[config.mk]
export PLATFORM = sky130hd
export DESIGN_NAME = ram_sp_port_ctrl
export DESIGN_NICKNAME = d
export VERILOG_FILES = /design/src/rtl/ram_sp_port_ctrl.sv
export SDC_FILE = /design/constraint.sdc
export NUM_CORES = 1
export LEC_CHECK = 0
export BUFFER_PORTS_ARGS = -buffer_cell sky130_fd_sc_hd__clkbuf_2
export CAP_MARGIN = 10
export CORE_ASPECT_RATIO = 1.5
export CORE_UTILIZATION = 40
export CTS_BUF_LIST = sky130_fd_sc_hd__clkbuf_4 sky130_fd_sc_hd__clkbuf_8
export DETAILED_ROUTE_END_ITERATION = 7
export PLACE_DENSITY_LB_ADDON = 0.12
export SYNTH_ARGS = -nofsm -noshare
export SYNTH_HDL_FRONTEND = slang
export SYNTH_SLANG_ARGS = --single-unit
[constraint.sdc]
create_clock -name clock -period 4.8 [get_ports clock]
set_input_delay 0.96 -clock clock [delete_from_list [all_inputs] [get_ports clock]]
set_output_delay 0.96 -clock clock [all_outputs]
set_load 0.01 [all_outputs]
[src/rtl/ram_sp_port_ctrl.sv]
// Single-port table RAM front end: zero-latency lookups, posted updates through a
// forwarding FIFO, and a hardware clear sweep that writes INITVALUE to every entry.
module ram_sp_port_ctrl #(
  parameter int                   DATAWIDTH = 64,
  parameter int                   INDEXSIZE = 256,
  parameter int                   LOGINDEX  = 8,
  parameter logic [DATAWIDTH-1:0] INITVALUE = '0,
  parameter int                   FIFODEPTH = 4,
  parameter int                   LOGFIFO   = 2
) (
  input  logic                 clock,
  input  logic                 reset_n,
  input  logic                 lkp_valid_in,
  input  logic [LOGINDEX-1:0]  lkp_index_in,
  output logic                 lkp_ready_out,
  output logic [DATAWIDTH-1:0] lkp_data_out,
  input  logic                 upd_valid_in,
  input  logic [LOGINDEX-1:0]  upd_index_in,
  input  logic [DATAWIDTH-1:0] upd_data_in,
  output logic                 upd_ready_out,
  input  logic                 clr_in,
  output logic                 busy_out,
  output logic                 ram_we_out,
  output logic [LOGINDEX-1:0]  ram_index_out,
  output logic [DATAWIDTH-1:0] ram_data_out,
  input  logic [DATAWIDTH-1:0] ram_data_in
);

  localparam int CNTW = LOGFIFO + 1;
  localparam int CLRW = LOGINDEX + 1;
  localparam logic [CNTW-1:0] FULL_CNT = CNTW'(FIFODEPTH);
  localparam logic [CLRW-1:0] LAST_IDX = CLRW'(INDEXSIZE - 1);

  typedef enum logic {RUN, CLEAR} state_t;

  state_t               state, state_nxt;
  logic [CLRW-1:0]      clr_cnt, clr_cnt_nxt;
  logic [LOGFIFO-1:0]   rd_ptr, wr_ptr, fwd_slot;
  logic [CNTW-1:0]      count;
  logic [LOGINDEX-1:0]  fifo_idx [FIFODEPTH];
  logic [DATAWIDTH-1:0] fifo_dat [FIFODEPTH];
  logic                 full, push, pop, flush;

  assign full = (count == FULL_CNT);
  assign push = upd_valid_in && upd_ready_out;

  always_ff @(posedge clock or negedge reset_n) begin
    if (!reset_n) begin
      state   <= RUN;
      clr_cnt <= '0;
    end else begin
      state   <= state_nxt;
      clr_cnt <= clr_cnt_nxt;
    end
  end

  always_comb begin
    state_nxt     = state;
    clr_cnt_nxt   = clr_cnt;
    ram_we_out    = 1'b0;
    ram_index_out = '0;
    ram_data_out  = '0;
    busy_out      = 1'b0;
    lkp_ready_out = 1'b1;
    upd_ready_out = 1'b0;
    pop           = 1'b0;
    flush         = 1'b0;
    case (state)
      RUN: begin
        upd_ready_out = !full && !clr_in;
        // A full FIFO steals the port from lookups so updates can never back up forever.
        if (full) begin
          pop           = 1'b1;
          ram_we_out    = 1'b1;
          ram_index_out = fifo_idx[rd_ptr];
          ram_data_out  = fifo_dat[rd_ptr];
          lkp_ready_out = 1'b0;
        end else if (lkp_valid_in) begin
          ram_index_out = lkp_index_in;
        end else if (count != '0) begin
          pop           = 1'b1;
          ram_we_out    = 1'b1;
          ram_index_out = fifo_idx[rd_ptr];
          ram_data_out  = fifo_dat[rd_ptr];
        end
        if (clr_in) begin
          flush       = 1'b1;
          clr_cnt_nxt = '0;
          state_nxt   = CLEAR;
        end
      end
      CLEAR: begin
        busy_out      = 1'b1;
        lkp_ready_out = 1'b0;
        ram_we_out    = 1'b1;
        ram_index_out = clr_cnt[LOGINDEX-1:0];
        ram_data_out  = INITVALUE;
        if (clr_in) begin
          clr_cnt_nxt = '0;
        end else begin
          clr_cnt_nxt = clr_cnt + CLRW'(1);
          if (clr_cnt == LAST_IDX) state_nxt = RUN;
        end
      end
      default: state_nxt = RUN;
    endcase
  end

  always_ff @(posedge clock or negedge reset_n) begin
    if (!reset_n) begin
      rd_ptr <= '0;
      wr_ptr <= '0;
      count  <= '0;
    end else if (flush) begin
      rd_ptr <= '0;
      wr_ptr <= '0;
      count  <= '0;
    end else begin
      if (push) wr_ptr <= wr_ptr + LOGFIFO'(1);
      if (pop)  rd_ptr <= rd_ptr + LOGFIFO'(1);
      case ({push, pop})
        2'b10:   count <= count + CNTW'(1);
        2'b01:   count <= count - CNTW'(1);
        default: count <= count;
      endcase
    end
  end

  always_ff @(posedge clock) begin
    if (push) begin
      fifo_idx[wr_ptr] <= upd_index_in;
      fifo_dat[wr_ptr] <= upd_data_in;
    end
  end

  // Walk oldest to youngest so the last match left standing is the youngest entry.
  always_comb begin
    lkp_data_out = ram_data_in;
    fwd_slot     = rd_ptr;
    for (int i = 0; i < FIFODEPTH; i++) begin
      fwd_slot = rd_ptr + LOGFIFO'(i);
      if ((CNTW'(i) < count) && (fifo_idx[fwd_slot] == lkp_index_in))
        lkp_data_out = fifo_dat[fwd_slot];
    end
  end

endmodule

==> results.txt <==
----------------------------------------------------
[Layout]
  Final layout net count ... roughly 2,200
  Non-Filler Instances ... 2,746
  Ratio of cells with drive above 1 in the final layout ... 31.3%
  Synthesis-to-layout area growth ... 14.9%
  Filler Cells Inserted ... 4,789
  Final core occ ... 46.4%

[Placed design]
  Weighted congestion at the end of routability-driven global placement ... 0.809
  Port bufs ... roughly 290
  Detail Placement HPWL ... ~40,000 um
  Cell count after placement ... 2,648

[Die]
  Core region area ... 50,500 um2
  I/O pin cnt ... 289
  Height of the die ... 279 um
  DIE WIDTH ... 186 um
  Std cell rows ... 101
  Starting density of the core ... between 40% and 50%
  Die area ... 51,900 um2

[Critical path]
  Delay of the slowest cell on the worst path ... 0.63 ns
  Worst-path cell chain ... mux4_1, xnor2_1, o2111ai_1, nor2_4, buf_12, mux2i_1, o31ai_2, clkbuf_2
  Category of the worst setup path capture point ... output port
  Data arrival at the endpoint of the critical path ... 3.68 ns
  Depth of the worst register-to-register path ... 4
  R2R setup slack ... about 2.2 ns
  Critical-path cell with the highest stage delay ... sky130_fd_sc_hd__dfrtp_4
  Classification of the worst setup path ... reg -> out
  Required time reported for the critical path endpoint ... 3.84 ns
  Critical Path Fanout Max ... 35
  Category of the worst setup path launch point ... flip-flop
  Reg-to-reg critical path endpoint ... fifo_dat[0][9]
  Worst reg2reg startpoint ... state

[Yosys]
  Share of synthesized area spent on multiplexers ... 26.9%
  Dominant combinational cell family by area after synthesis ... multiplexers
  Mean area per synthesized cell ... between 10 and 15 um2
  Cells after Synth ... 1,826
  Primary FF master, synth ... sky130_fd_sc_hd__edfxtp_1
  Number of distinct library cell variants in the gate-level netlist after synthesis ... 50
  Number of nets produced by synthesis ... 1,985
  Synthesized-area fraction occupied by xor and xnor cells ... 1.76%
  Simple-gate share of the synthesized area ... 8.89%
  Netlist Area Pre-Place ... between 20,000 and 25,000 um2
  Yosys synthesis warning count ... 0
  Sequential element share of the synthesized area ... between 40% and 50%
  Post-synthesis compound-gate area fraction ... roughly 12%
  Post-synthesis share of cell area spent on full adders, half adders and majority gates ... less than 1%
  Count of flip-flops with a built-in enable after synthesis ... 288
  Synth async-reset ratio ... under 10%
  Yosys reg bits ... between 300 and 400

[Detailed routing]
  Number of DRC violations after detailed routing ... 0
  Pre-antenna DRT Iters ... 8
  Routed len/inst ... between 20 and 25 um
  Via density per instance ... around 5.7
  Antenna-violating nets left ... 0
  Initial DRC Count ... 718
  Detailed-route wire length ... 62,100 um
  Vias ... about 16,000

[STA]
  Number of endpoints failing setup at the final stage ... 0
  Slew at the pin with the worst max-slew slack ... 1.14 ns
  Unrepaired setup endpoints after global routing ... false
  Time the worst path needs with I/O delays and setup ... about 4.6 ns
  Worst clock skew ... 0.0260 ns
  Final max-slew violation count ... 0
  Final Hold Viols ... 0
  Final cycle utilization of the critical path ... around 97%
  Normalized max-slew margin ... 24.3%
  Peak clock frequency supported by timing ... 215 MHz
  Setup total negative slack ... 0 ns

[Clocking]
  Total clock sinks ... between 300 and 400
  Clock transition at the registers of the reported paths ... 0.06 ns
  Library cell used as clock root buffer ... sky130_fd_sc_hd__clkbuf_8
  Hold buffers post-CTS ... 0
  Number of H-tree levels ... 2
  TritonCTS clock tree ... built
  Number of buffers added by the clock tree synthesis step ... 49
  Number of buffers between clock root and the deepest sink ... 3
  Worst-Skew Late Latency ... 0.61 ns

[Power and ir drop]
  Ratio of total power to cell area ... 313 nW/um2
  Maximum VDD drop ... 261 uV
  Static leakage ... between 8 and 9 nW

[Global routing]
  Total overflow reported by the global router ... 0
  Largest net degree at the start of global routing ... 199
  Global-route wire length before repair ... 94,000 um
  Vias in the first global route ... approximately 16,000
  GRT Total Usage ... 23.5%
  Number of antenna violations at the first check in global routing ... 11

[Worst hold path]
  Worst min-delay path category ... in -> async

[Run]
  Max capacitance violation total ... 0

[Run status]
  Result of the run ... finished, final reports clean

----------------------------------------------------
==> synth_stat cells, types with 20 or more instances <==
| library cell | instances | share of area [%] |
|---|---|---|
| sky130_fd_sc_hd__mux2i_1 | 271 | 13 |
| sky130_fd_sc_hd__nor2_1 | 193 | 3.6 |
| sky130_fd_sc_hd__xnor2_1 | 22 | 0.94 |
| sky130_fd_sc_hd__inv_1 | 79 | 1.5 |
| sky130_fd_sc_hd__edfxtp_1 | 288 | 42 |
| sky130_fd_sc_hd__a31oi_1 | 64 | 2.0 |
| sky130_fd_sc_hd__a211oi_1 | 67 | 2.5 |
| sky130_fd_sc_hd__o31ai_1 | 34 | 1.3 |
| sky130_fd_sc_hd__and2_1 | 65 | 2.0 |
| sky130_fd_sc_hd__mux4_2 | 20 | 2.2 |
| sky130_fd_sc_hd__mux2_2 | 178 | 9.8 |
| sky130_fd_sc_hd__nor4_1 | 67 | 2.1 |
| sky130_fd_sc_hd__buf_2 | 54 | 1.3 |
| sky130_fd_sc_hd__clkbuf_1 | 80 | 1.5 |
| sky130_fd_sc_hd__a21oi_1 | 134 | 3.3 |
| sky130_fd_sc_hd__buf_1 | 20 | 0.37 |
==> worst max-delay path by stage <==
stage,from,to,slack (ns),cells after the start
3_5_place_dp,rd_ptr[0],lkp_data_out[11],0.51,7
4_1_cts,rd_ptr[1],lkp_data_out[23],0.01,8
5_1_grt,rd_ptr[0],lkp_data_out[5],0.007,11
2_1_floorplan,clr_in,fifo_dat[0][0],1.0,2
3_3_place_gp,rd_ptr[0],lkp_data_out[5],0.53,10
6_report,rd_ptr[1],lkp_data_out[26],0.16,8
==> worst max-delay path: cells and delay by family (launching register included) <==
kind / cells / cell delay (ns)
buf+inv: 2 / 0.42
simple gates: 1 / 0.22
compound gates: 2 / 0.40
flops: 1 / 0.63
mux: 2 / 1.01
xor+xnor: 1 / 0.31
==> power breakdown <==
part	switching, mW	total (mW)	internal (mW)	leakage, nW
logic	1.34	2.19	0.848	4.92
registers	0.0247	2.95	2.92	2.80
clock network	1.03	2.20	1.17	0.509
==> through the flow <==
stage	total power [mW]	worst slack, ns	hold slack [ns]	area, um2
after floorplan	4.60	0.999	0.526	20400
after global routing	7.68	0.00656	0.294	23400
after CTS	7.40	0.0116	0.259	23400
final	7.34	0.159	0.296	23400
after detailed placement	5.13	0.510	0.568	22400
after global placement	5.10	0.534	0.554	22400
==> kinds of logic (layout without fill, tap and decap cells) <==
group | after synthesis | in the layout
mux | 481 | 481
flops | 305 | 305
buf+inv | 256 | 498
xor+xnor | 41 | 41
simple gates | 370 | 370
fa+ha+maj | 10 | 10
other cells | 0 | 9
compound gates | 363 | 363
==> registers in the layout (all words and copies together), names as in the netlist <==
| register | count |
|---|---|
| clr_cnt | 9 |
| rd_ptr | 2 |
| fifo_idx | 32 |
| count | 3 |
| state | 1 |
| fifo_dat | 256 |
| wr_ptr | 2 |
==> area by class of cell <==
| type | count | area (um2) | area share, % |
|---|---|---|---|
| antenna | 9 | 22.5 | 0.0961 |
| inverter | 79 | 297 | 1.27 |
| clock inverter | 11 | 58.8 | 0.251 |
| tap | 669 | 837 | 3.57 |
| timing repair buffer | 334 | 2050 | 8.73 |
| clock buffer | 74 | 881 | 3.76 |
| sequential | 305 | 9080 | 38.7 |
| multi-input combinational | 1265 | 10200 | 43.6 |
==> layout by cell type, fill, tap and decap left out, types with 20 or more instances in the layout <==
cell	n
sky130_fd_sc_hd__edfxtp_1	288
sky130_fd_sc_hd__nor2_1	193
sky130_fd_sc_hd__nor4_1	66
sky130_fd_sc_hd__mux4_2	20
sky130_fd_sc_hd__buf_4	24
sky130_fd_sc_hd__clkbuf_2	288
sky130_fd_sc_hd__clkbuf_4	22
sky130_fd_sc_hd__o31ai_1	34
sky130_fd_sc_hd__inv_1	79
sky130_fd_sc_hd__clkbuf_8	52
sky130_fd_sc_hd__mux2i_1	270
sky130_fd_sc_hd__mux2_2	178
sky130_fd_sc_hd__a21oi_1	133
sky130_fd_sc_hd__a31oi_1	64
sky130_fd_sc_hd__xnor2_1	22
sky130_fd_sc_hd__a211oi_1	67
sky130_fd_sc_hd__and2_1	65
==> metal layers <==
layer	part of all wire, %	vias to the layer above	track usage, %
met4	3.2	2	10.0
met1	39	7803	26.5
met3	5.2	113	3.46
met2	53	490	43.6
met5	0.021	-	0
li1	-	7367	-
==> timing repair <==
| item | in CTS | in global routing |
|---|---|---|
| setup endpoints to repair | 57 | 25 |
| resized for setup | 0 | 5 |
| setup buffers | 4 | 0 |
| pin swaps | 0 | 0 |
| hold endpoints to repair | 0 | 0 |
| gates cloned | 0 | 0 |
(Power assumes the default switching activity.)
